[config.mk]
export PLATFORM = sky130hd
export DESIGN_NAME = timer_periodic_flat
export DESIGN_NICKNAME = d
export VERILOG_FILES = /design/src/rtl/timer_periodic_if.sv /design/src/rtl/timer_periodic.sv /design/src/flat_wrapper.sv
export SDC_FILE = /design/constraint.sdc
export NUM_CORES = 1
export LEC_CHECK = 0
export CORE_AREA = 4 4 80 82
export DETAILED_ROUTE_END_ITERATION = 10
export DIE_AREA = 0 0 84 86
export PLACE_DENSITY_LB_ADDON = 0.25
export SYNTH_ARGS = -nofsm -noshare
export SYNTH_HDL_FRONTEND = slang
export SYNTH_SLANG_ARGS = --single-unit
[constraint.sdc]
create_clock -name Clk -period 2.61 [get_ports Clk]
set_clock_uncertainty 0.1 [all_clocks]
set_input_delay 0.522 -clock Clk [delete_from_list [all_inputs] [get_ports Clk]]
set_output_delay 0.522 -clock Clk [all_outputs]
set_load 0.05 [all_outputs]
[src/rtl/timer_periodic_if.sv]
// timer_periodic control/status bundle.
// master drives control, slave is the timer.
interface timer_periodic_if #(
  parameter int CNT_W = 16
);
  logic             Enable;
  logic             Start;
  logic             Stop;
  logic             Mode;
  logic [CNT_W-1:0] Period;
  logic             BaseTick;
  logic             Expire;
  logic             Busy;
  logic             Done;
  logic [CNT_W-1:0] Remaining;

  modport master (
    output Enable, Start, Stop,
    output Mode, Period,
    input  BaseTick, Expire, Busy,
    input  Done, Remaining
  );

  modport slave (
    input  Enable, Start, Stop,
    input  Mode, Period,
    output BaseTick, Expire, Busy,
    output Done, Remaining
  );
endinterface

[src/rtl/timer_periodic.sv]
// Prescaled base tick plus one-shot/periodic
// countdown with start, stop and pause control.
module timer_periodic #(
  parameter int CLK_HZ  = 50000000,
  parameter int BASE_US = 1000,
  parameter int CNT_W   = 16
) (
  input  logic Clk,
  input  logic Rst,
  timer_periodic_if.slave tif
);

  localparam int PRESCALE =
    CLK_HZ / 1000000 * BASE_US;
  localparam int PW = $clog2(PRESCALE);
  localparam logic [PW-1:0] PMAX =
    PW'(PRESCALE - 1);

  if (PRESCALE < 2) begin : g_bad_prescale
    $error("timer_periodic: PRESCALE < 2");
  end

  typedef enum logic {
    IDLE = 1'b0,
    RUN  = 1'b1
  } state_e;

  state_e           state_q, state_d;
  logic [PW-1:0]    pre_q, pre_d;
  logic [CNT_W-1:0] per_q, per_d;
  logic             mode_q, mode_d;
  logic [CNT_W-1:0] rem_q, rem_d;
  logic             done_q, done_d;
  logic             exp_q, exp_d;
  logic             tick_q;

  logic wrap;
  logic do_stop;
  logic do_load;
  logic do_tick;

  assign wrap    = tif.Enable && (pre_q == PMAX);
  assign do_stop = tif.Stop;
  assign do_load = tif.Start && !tif.Stop &&
                   (tif.Period != '0);
  assign do_tick = (state_q == RUN) && wrap &&
                   !do_stop && !do_load;

  // A loaded Start realigns the tick phase.
  always_comb begin
    pre_d = pre_q;
    if (do_load)
      pre_d = '0;
    else if (wrap)
      pre_d = '0;
    else if (tif.Enable)
      pre_d = pre_q + PW'(1);
  end

  always_ff @(posedge Clk or negedge Rst) begin
    if (!Rst) begin
      state_q <= IDLE;
      pre_q   <= '0;
      per_q   <= '0;
      mode_q  <= 1'b0;
      rem_q   <= '0;
      done_q  <= 1'b0;
      exp_q   <= 1'b0;
      tick_q  <= 1'b0;
    end else begin
      state_q <= state_d;
      pre_q   <= pre_d;
      per_q   <= per_d;
      mode_q  <= mode_d;
      rem_q   <= rem_d;
      done_q  <= done_d;
      exp_q   <= exp_d;
      tick_q  <= wrap;
    end
  end

  always_comb begin
    state_d = state_q;
    per_d   = per_q;
    mode_d  = mode_q;
    rem_d   = rem_q;
    done_d  = done_q;
    exp_d   = 1'b0;
    unique case (1'b1)
      do_stop: begin
        state_d = IDLE;
        rem_d   = '0;
        done_d  = 1'b0;
      end
      do_load: begin
        state_d = RUN;
        per_d   = tif.Period;
        mode_d  = tif.Mode;
        rem_d   = tif.Period;
        done_d  = 1'b0;
      end
      do_tick: begin
        if (rem_q > CNT_W'(1)) begin
          rem_d = rem_q - CNT_W'(1);
        end else begin
          exp_d = 1'b1;
          if (mode_q) begin
            rem_d = per_q;
          end else begin
            rem_d   = '0;
            done_d  = 1'b1;
            state_d = IDLE;
          end
        end
      end
      default: ;
    endcase
  end

  always_comb begin
    tif.Busy      = (state_q == RUN);
    tif.BaseTick  = tick_q;
    tif.Expire    = exp_q;
    tif.Done      = done_q;
    tif.Remaining = rem_q;
  end

endmodule

[src/flat_wrapper.sv]
// flat-port wrapper written by rule: the top's interface ports become plain ports
module timer_periodic_flat 
#(
  parameter int CLK_HZ  = 50000000,
  parameter int BASE_US = 1000,
  parameter int CNT_W   = 16
)
  (Clk, Rst, tif_Enable, tif_Start, tif_Stop, tif_Mode, tif_Period, tif_BaseTick, tif_Expire, tif_Busy, tif_Done, tif_Remaining);
  timer_periodic_if #(.CNT_W(CNT_W)) tif_i ();
  input  logic Clk;
  input  logic Rst;
  input wire logic [$bits(tif_i.Enable)-1:0] tif_Enable;
  input wire logic [$bits(tif_i.Start)-1:0] tif_Start;
  input wire logic [$bits(tif_i.Stop)-1:0] tif_Stop;
  input wire logic [$bits(tif_i.Mode)-1:0] tif_Mode;
  input wire logic [$bits(tif_i.Period)-1:0] tif_Period;
  output wire logic [$bits(tif_i.BaseTick)-1:0] tif_BaseTick;
  output wire logic [$bits(tif_i.Expire)-1:0] tif_Expire;
  output wire logic [$bits(tif_i.Busy)-1:0] tif_Busy;
  output wire logic [$bits(tif_i.Done)-1:0] tif_Done;
  output wire logic [$bits(tif_i.Remaining)-1:0] tif_Remaining;
  assign tif_i.Enable = tif_Enable;
  assign tif_i.Start = tif_Start;
  assign tif_i.Stop = tif_Stop;
  assign tif_i.Mode = tif_Mode;
  assign tif_i.Period = tif_Period;
  assign tif_BaseTick = tif_i.BaseTick;
  assign tif_Expire = tif_i.Expire;
  assign tif_Busy = tif_i.Busy;
  assign tif_Done = tif_i.Done;
  assign tif_Remaining = tif_i.Remaining;
  timer_periodic #(.CLK_HZ(CLK_HZ), .BASE_US(BASE_US), .CNT_W(CNT_W)) u_core (.Clk(Clk), .Rst(Rst), .tif(tif_i));
endmodule
Word level (Yosys, flattened, before mapping)
Cells that the tools add are included.
{ "word_totals": {"regBits": 53, "word_cells": 43, "inputBits": 22} }
{ "op_classes": {"n_reduce_logical": 15, "n_mux": 14, "magnitude_cmp": 1, "addsub": 2, "n_eq_ne": 3} }
{ "op_table": {"columns": ["operator", "count"], "rows": [
  ["$mux W16", 5],
  ["$pmux W16 S3", 1],
  ["$add A16 B1 Y16 const B", 1],
  ["$eq A16 B16 Y1 const B", 1],
  ["$gt A16 B1 Y1 const B", 1],
  ["$reduce_bool A16 Y1", 1],
  ["$sub A16 B1 Y16 const B", 1],
  ["$logic_and A1 B1 Y1", 6],
  ["$mux W1", 6],
  ["$reduce_and A3 Y1", 2],
  ["$reduce_bool A3 Y1", 2],
  ["$ne A2 B2 Y1 const B", 2],
  ["$pmux W1 S3", 1],
  ["$logic_not A1 Y1", 2],
  ["$pmux W1 S2", 1],
  ["$reduce_bool A2 Y1", 1],
  ["$reduce_or A2 Y1", 1]
]} }

Logic depth before layout (Yosys ltp)
Gate-level depths: netlist of the first run.
{ "logic_depth": {"word_depth": 7, "depth_mapped": 8, "depth_no_buf": 7} }

Worst setup path before layout of the first run
Ideal clock, no wire load.
{ "synth_timing": {"path_type": "register to register", "from": "register u_core.rem_q[0], in the netlist u_core.tif.Remaining[0]", "to": "register u_core.rem_q[15], in the netlist u_core.tif.Remaining[15]", "period_less_slack_ns": 2.389, "setup_time_ns": 0.077, "path_slack_ns": 0.221, "n_path_buf": 0, "stages_incl_launch_ff": 8, "required_ns": 2.433, "t_arrival_ns": 2.211, "path_cell_list": "dfrtp_1 -> inv_1 -> ha_1 -> or2_2 -> and2_1 -> a22o_1 -> a221o_1 -> a21oi_1"} }
{ "synth_between": {"elab_chain_cells": 3, "elab_cells_between_ends": 4} }
{ "synth_lines": {"columns": ["item", "line_no", "source"], "rows": [
  ["from (decl)", "timer_periodic.sv:32", "logic [CNT_W-1:0] rem_q, rem_d;"],
  ["from (signal assigned)", "timer_periodic.sv:75", "rem_q <= rem_d;"],
  ["$sub A16 B1 Y16 / $gt A16 B1 Y1 (equally long branches)", "timer_periodic.sv:104, timer_periodic.sv:103", null],
  ["$mux W16 (*)", "timer_periodic.sv:103", "if (rem_q > CNT_W'(1)) begin"],
  ["$pmux W16 S3 (*)", "timer_periodic.sv:89", "unique case (1'b1)"]
]} }
Mark *: on every way between the ends. The rest lies on a longest branch, timed or not.
A chain may end at the register's enable or synchronous reset.

Final worst setup path of the first run
{ "layout_timing": {"from": "register u_core.pre_q[4]", "to": "register u_core.rem_q[5], in the netlist u_core.tif.Remaining[5]"} }
{ "layout_between": {"elab_chain_cells": 6, "elab_cells_between_ends": 7} }
{ "layout_lines": {"columns": ["item", "line_no", "source"], "rows": [
  ["from (decl)", "timer_periodic.sv:29", "logic [PW-1:0] pre_q, pre_d;"],
  ["from (signal assigned)", "timer_periodic.sv:72", "pre_q <= pre_d;"],
  ["$eq A16 B16 Y1 (*)", "timer_periodic.sv:42", "assign wrap = tif.Enable && (pre_q == PMAX);"],
  ["$logic_and A1 B1 Y1 (*)", "timer_periodic.sv:42", null],
  ["$logic_and A1 B1 Y1 (*) (2 in series)", "timer_periodic.sv:46", "assign do_tick = (state_q == RUN) && wrap &&"],
  ["$logic_and A1 B1 Y1 (*)", "timer_periodic.sv:47", "!do_stop && !do_load;"],
  ["$pmux W16 S3 / $reduce_bool A3 Y1 (equally long branches)", null, null]
]} }
Marked as above.

==> run metrics, run 1 <==
total design power 0.00192 W; Slew Limit Fails 0; yosys synthesis warning count 0; Hold/Removal Path Class input pin to async pin; final period demand of the worst path 2.44 ns; starting density of the core 53.7%; Post-CTS Repair Setup Buffers 0; Rel. slew slack 55.4%; FF+latch count, synth 53; IO Count 42; layout net count 434; top-area cell type share of the netlist area 43.0%; RSZ-0062 raised after global routing false; global-route wire length before repair 14200 um; cell chosen for the clock root sky130_fd_sc_hd__clkbuf_8; Overall Global Routing Usage 24.2%; clock insertion delay at the later pin of the skew report 0.31 ns; Least-Margin Pin Slew 0.669 ns; maximum operating frequency 0.409 GHz; leading cell types by total area after synthesis sky130_fd_sc_hd__dfrtp_1 (43%), sky130_fd_sc_hd__nand2_1 (9.1%), sky130_fd_sc_hd__nor2_1 (4.0%); initial antenna violation count 0; cts repair resizes 0; mapped cell area 3090 um^2; routability-driven placement congestion ratio 0.921; Area growth syn-to-layout 23.2%; final worst path period share 93.7%; CTS buffer count 5; critical path launch point type flop; count of endpoints failing setup in the final report 0; part of the Yosys area used for sequential elements 43.0%; first-pass iteration count of the detailed router 5; Std-Cell Rows 28; Clock transition at path regs 0.10 ns; count of flip-flops with a built-in enable after synthesis 0; unique cell type count in the Yosys netlist 57; required time of the critical path 2.74 ns; maximum level of the CTS H-tree 2; Async S/R FF share, synth 100%; dominant cell type by area after synthesis sky130_fd_sc_hd__dfrtp_1; switching power as a share of total power 32.2%; number of inserted diodes 0; clock network power share 26.4%; Main synth FF type sky130_fd_sc_hd__dfrtp_1; antenna-violating nets left 0; total routed wirelength 8400 um; cell-internal power 0.00130 W; max capacitance violation total 0; Seq pwr share 50.3%; clock sink total 53; endpoints failing hold 0; Worst IR Drop VDD 249 uV; overall via count from detail_route 3018; vertical die dimension 86 um; switching power summed over all nets 0.000618 W; post-route setup TNS 0 ns; iteration-0 DRC count of the detailed router 256; nature of the critical path endpoint flop; HPWL after detailed placement 6020 um; number of buffers added to fix hold violations after cts 0; slack of the critical path 0.165 ns; largest net degree at the start of global routing 54; die width 84 um; per-cell routed wire length 17.3 um; Clock Path Buffers 2; leftover overflow at the end of global routing 0; post-route DRC violation count 0; Logic pwr share 23.4%; Via-to-Cell Ratio 6.22; mean instance size in the synthesized netlist 8.60 um^2; Net Count, Synth 384; PortBufs 41; Crit path arrival time 2.58 ns; area of placed instances 3700 um^2; areal power density over the cells 505 nW/um^2; Post-Synthesis Cells 359; post-route core utilization 66.2%; via count of the first global-routing pass 2966; die outline area 7220 um^2; Final Instance Area 3800 um^2; area of the core 5750 um^2; status completed; worst slack at placement 0.0812 ns; critical path fanouts, max 11; leakage component of the power 1.62 nW; fraction of layout instances using a drive strength above 1 10.7%; critical setup path kind flop to flop; clock tree from TritonCTS done
Yosys cell counts (all sizes together) (2+ instances only):
library cell	number
inv	7
and3	4
a32oi	3
nor2	33
and2	5
o21ai	12
buf	5
o211ai	6
or2	2
nand2	75
a311o	2
clkbuf	16
and4	3
nor4	10
nor3	12
o2111ai	3
a211o	2
nor3b	2
xnor2	5
nand4	9
a221o	4
ha	3
xor2	14
or4	2
a211oi	3
nand2b	6
a31oi	13
a22o	2
nand3	8
a21oi	19
dfrtp	53
routing by layer:
metal	up-vias	GRT usage, %	wire [um]
met5	-	0	0
met4	0	10.5	330
met3	33	3.75	481
met2	126	42.4	4180
met1	1466	29.6	3400
li1	1393	-	-
power by group through the flow:
stage               combinational [W]  clock [W]  sequential, W
floorplan                    0.000200          0        0.00103
global placement             0.000439          0       0.000977
detailed placement           0.000446          0       0.000979
CTS                          0.000448   0.000521       0.000963
global route                 0.000488   0.000552       0.000977
finish                       0.000449   0.000506       0.000966
cell type report:
cell class	count	area (um^2)
clock buffers	7	96.3
clock inverters	1	5.00
fillers	481	1940
inverters	7	26.3
multi-input cells	278	1660
flip-flops and latches	53	1330
well taps	75	93.8
repair buffers	64	591
state kept, by name, indices dropped and copies added, names as in the netlist:
name	flops
u_core.tif.BaseTick	1
u_core.per_q	16
u_core.tif.Busy	1
u_core.tif.Done	1
u_core.tif.Remaining	16
u_core.mode_q	1
u_core.tif.Expire	1
u_core.pre_q	16
metrics by stage:
step / instances / hold WS (ns)
finish: 485 / 0.232
detailed placement: 477 / 0.363
global placement: 477 / 0.357
global route: 485 / 0.287
floorplan: 359 / 0.126
CTS: 485 / 0.256
path summary, 6_finish.rpt:
path	end	depth (start not counted)	from	slack, ns
max in group asynchronous	u_core.pre_q[9]	2	Rst	1.73
setup / recovery	u_core.tif.Remaining[5]	5	u_core.pre_q[4]	0.17
hold reg to reg	u_core.per_q[5]	2	u_core.per_q[5]	0.38
hold / removal	u_core.tif.Remaining[6]	2	Rst	0.23
setup reg to reg	u_core.tif.Remaining[5]	5	u_core.pre_q[4]	0.17
min in group Clk	u_core.per_q[5]	2	u_core.per_q[5]	0.38
cell usage in the layout, fill, tap and decap left out, types with 3 or more instances in the layout:
master / instances
sky130_fd_sc_hd__a211oi_1: 3
sky130_fd_sc_hd__a21oi_1: 19
sky130_fd_sc_hd__a221o_1: 4
sky130_fd_sc_hd__a31oi_1: 13
sky130_fd_sc_hd__a32oi_1: 3
sky130_fd_sc_hd__and2_1: 3
sky130_fd_sc_hd__and3_1: 4
sky130_fd_sc_hd__buf_4: 22
sky130_fd_sc_hd__clkbuf_8: 7
sky130_fd_sc_hd__clkdlybuf4s50_1: 40
sky130_fd_sc_hd__dfrtp_1: 53
sky130_fd_sc_hd__ha_1: 3
sky130_fd_sc_hd__inv_1: 7
sky130_fd_sc_hd__nand2_1: 75
sky130_fd_sc_hd__nand2b_1: 6
sky130_fd_sc_hd__nand3_1: 8
sky130_fd_sc_hd__nand4_1: 8
sky130_fd_sc_hd__nor2_1: 33
sky130_fd_sc_hd__nor3_1: 11
sky130_fd_sc_hd__nor4_1: 6
sky130_fd_sc_hd__o2111ai_1: 3
sky130_fd_sc_hd__o211ai_1: 6
sky130_fd_sc_hd__o21ai_0: 7
sky130_fd_sc_hd__o21ai_1: 5
sky130_fd_sc_hd__xnor2_1: 5
sky130_fd_sc_hd__xor2_1: 14
worst max-delay path, cell delays in order (launching register included):
cell                      delay, ns
sky130_fd_sc_hd__dfrtp_1       0.46
sky130_fd_sc_hd__or4b_4        0.61
sky130_fd_sc_hd__nor4_2        0.34
sky130_fd_sc_hd__nand2_1       0.34
sky130_fd_sc_hd__a311o_1       0.38
sky130_fd_sc_hd__a21oi_1       0.16
logic make-up after synthesis:
logic type               count (synthesis)  synth area share, %
AO/OA/AOI/OAI                           82                 18.2
XOR/XNOR                                19                 5.39
adder cells (fa/ha/maj)                  3                 1.22
buffers and inverters                   28                 3.73
flip-flops                              53                 43.0
AND/OR/NAND/NOR                        174                 28.5
No activity file was read; power rests on OpenSTA's default activity.
==> inputs of run 2 (changes only) <==
clock period = 2.9 ns   (was 2.61 ns; I/O delays follow)
==> run metrics, run 2 (synthesized netlist as in run 1, its figures left out) <==
delay of the slowest cell on the worst path 0.50 ns (was 0.61 ns); met2 capacity usage during global routing 42.2% (was 42.4%); Worst IR Drop VDD 239 uV (was 249 uV); Via-to-Cell Ratio 6.05 (was 6.22); Hold WS 0.105 ns (was 0.232 ns); Overall Global Routing Usage 24.0% (was 24.2%); HPWL after detailed placement 6170 um (was 6020 um); post-route core utilization 65.4% (was 66.2%); routability-driven placement congestion ratio 0.896 (was 0.921); global-route wire length before repair 14000 um (was 14200 um); overall via count from detail_route 2899 (was 3018); post-route setup TNS 0 ns (unchanged); IO Count 42 (unchanged); antenna-violating nets left 0 (unchanged); cell chosen for the clock root sky130_fd_sc_hd__clkbuf_8 (unchanged); Crit path arrival time 2.63 ns (was 2.58 ns); per-cell routed wire length 17.5 um (was 17.3 um); Least-Margin Pin Slew 0.591 ns (was 0.669 ns); fraction of layout instances using a drive strength above 1 9.41% (was 10.7%); die outline area 7220 um^2 (unchanged); met1 GRT Util 29.8% (was 29.6%); final period demand of the worst path 2.52 ns; Slew Limit Fails 0 (unchanged); initial antenna violation count 0 (unchanged); endpoints failing hold 0 (unchanged); leakage component of the power 1.59 nW (was 1.62 nW); starting density of the core 53.7% (unchanged); minimum setup slack among reg-to-reg paths 0.41 ns (was 0.17 ns); die width 84 um (unchanged); largest net degree at the start of global routing 22 (was 54); post-route DRC violation count 0 (unchanged); number of inserted diodes 0 (unchanged); CTS buffer count 5 (unchanged); maximum operating frequency 0.397 GHz; Clock transition at path regs 0.10 ns (about the same); most utilized layer in the global route result met2 (unchanged); via count of the first global-routing pass 2857 (was 2966); Std-Cell Rows 28 (unchanged); leftover overflow at the end of global routing 0 (unchanged); grt met3 use 4.23% (was 3.75%); nature of the critical path endpoint flop (unchanged); worst setup path endpoint u_core.tif.Remaining[10] (was u_core.tif.Remaining[5]); final worst path period share 86.9%; highest-count cells in the layout ignoring fill and taps sky130_fd_sc_hd__nand2_1 (75), sky130_fd_sc_hd__dfrtp_1 (53), sky130_fd_sc_hd__clkdlybuf4s50_1 (40), sky130_fd_sc_hd__nor2_1 (33), sky130_fd_sc_hd__a21oi_1 (19) (was sky130_fd_sc_hd__nand2_1 (75), sky130_fd_sc_hd__dfrtp_1 (53), sky130_fd_sc_hd__clkdlybuf4s50_1 (40), sky130_fd_sc_hd__nor2_1 (33), sky130_fd_sc_hd__buf_4 (22)); total routed wirelength 8400 um (about the same); Post-CTS Repair Setup Buffers 0 (unchanged); layout net count 428 (was 434); Hold/Removal Path Class input pin to async pin (unchanged); worst slack at placement 0.101 ns (was 0.0812 ns); maximum level of the CTS H-tree 2 (unchanged); clock sink total 53 (unchanged); number of buffers added to fix hold violations after cts 0 (unchanged); first-pass iteration count of the detailed router 5 (unchanged); count of endpoints failing setup in the final report 0 (unchanged); iteration-0 DRC count of the detailed router 228 (was 256); critical path fanouts, max 17 (was 11); Rel. slew slack 60.4% (was 55.4%); r2r startpoint u_core.pre_q[4] (unchanged); critical setup path kind input pin to flop (was flop to flop); status completed (unchanged); Max stage delay cell, worst path sky130_fd_sc_hd__nor4_1 (was sky130_fd_sc_hd__or4b_4); clock insertion delay at the later pin of the skew report 0.31 ns (about the same); max capacitance violation total 0 (unchanged); vertical die dimension 86 um (unchanged); crit path from tif_Period[9] (was u_core.pre_q[4]); capture point of the worst reg-to-reg path u_core.tif.Remaining[10] (was u_core.tif.Remaining[5]); Worst Reg-to-Reg Cells 5 (unchanged); area of the core 5750 um^2 (unchanged); cts repair resizes 0 (unchanged); Clock Path Buffers 2 (unchanged); most common cell after layout, fill and taps aside sky130_fd_sc_hd__nand2_1 (unchanged); clock tree from TritonCTS done (unchanged); slack of the critical path 0.381 ns (was 0.165 ns); cell-by-cell trace of the critical path clkdlybuf4s50_1 -> nor4_1 -> buf_4 -> a41oi_4 -> buf_12 -> a31o_1 -> o22a_1 (was or4b_4 -> nor4_2 -> nand2_1 -> a311o_1 -> a21oi_1); RSZ-0062 raised after global routing false (unchanged); required time of the critical path 3.01 ns (was 2.74 ns); critical path launch point type input pin (was flop); PortBufs 41 (unchanged); Area growth syn-to-layout 21.7% (was 23.2%); total design power 0.00173 W (was 0.00192 W); areal power density over the cells 460 nW/um^2 (was 505 nW/um^2)
==> run 2: how the worst min path moves through the flow <==
stage,start,end,slack [ns],depth (start not counted)
global placement,u_core.per_q[4],u_core.per_q[4],0.36,2
CTS,Rst,u_core.per_q[9],0.12,1
finish,Rst,u_core.per_q[9],0.10,1
floorplan,Rst,u_core.mode_q,0.18,0
detailed placement,u_core.per_q[4],u_core.per_q[4],0.36,2
global route,Rst,u_core.per_q[13],0.14,1
==> run 2: cell type report <==
cell class / count / area, um^2
flip-flops and latches: 53 / 1330
clock buffers: 7 / 96.3
well taps: 75 / 93.8
fillers: 496 / 1990
inverters: 7 / 26.3
multi-input cells: 278 / 1660
repair buffers: 58 / 546
clock inverters: 1 / 5.00
==> run 2: metal layers <==
metal,share of wire (%),routed length [um]
met3,6.2,523
met1,41,3440
met2,51,4250
met5,0,0
met4,2.3,191
==> run 2: power breakdown <==
part,internal (W),switching (W)
combinational,0.000156,0.000239
clock,0.000216,0.000246
sequential,0.000796,0.0000757
total,0.00117,0.000561
==> run 2: critical path: cells and delay by family <==
kind / cells / cell delay, ns
AO/OA/AOI/OAI: 3 / 0.62
AND/OR/NAND/NOR: 1 / 0.50
buffers and inverters: 3 / 0.93
==> run 2: metrics by stage <==
step	instances	area, um^2
after floorplan	359	3090
after global routing	479	3760
after CTS	479	3760
final	479	3760
after detailed placement	471	3660
after global placement	471	3660
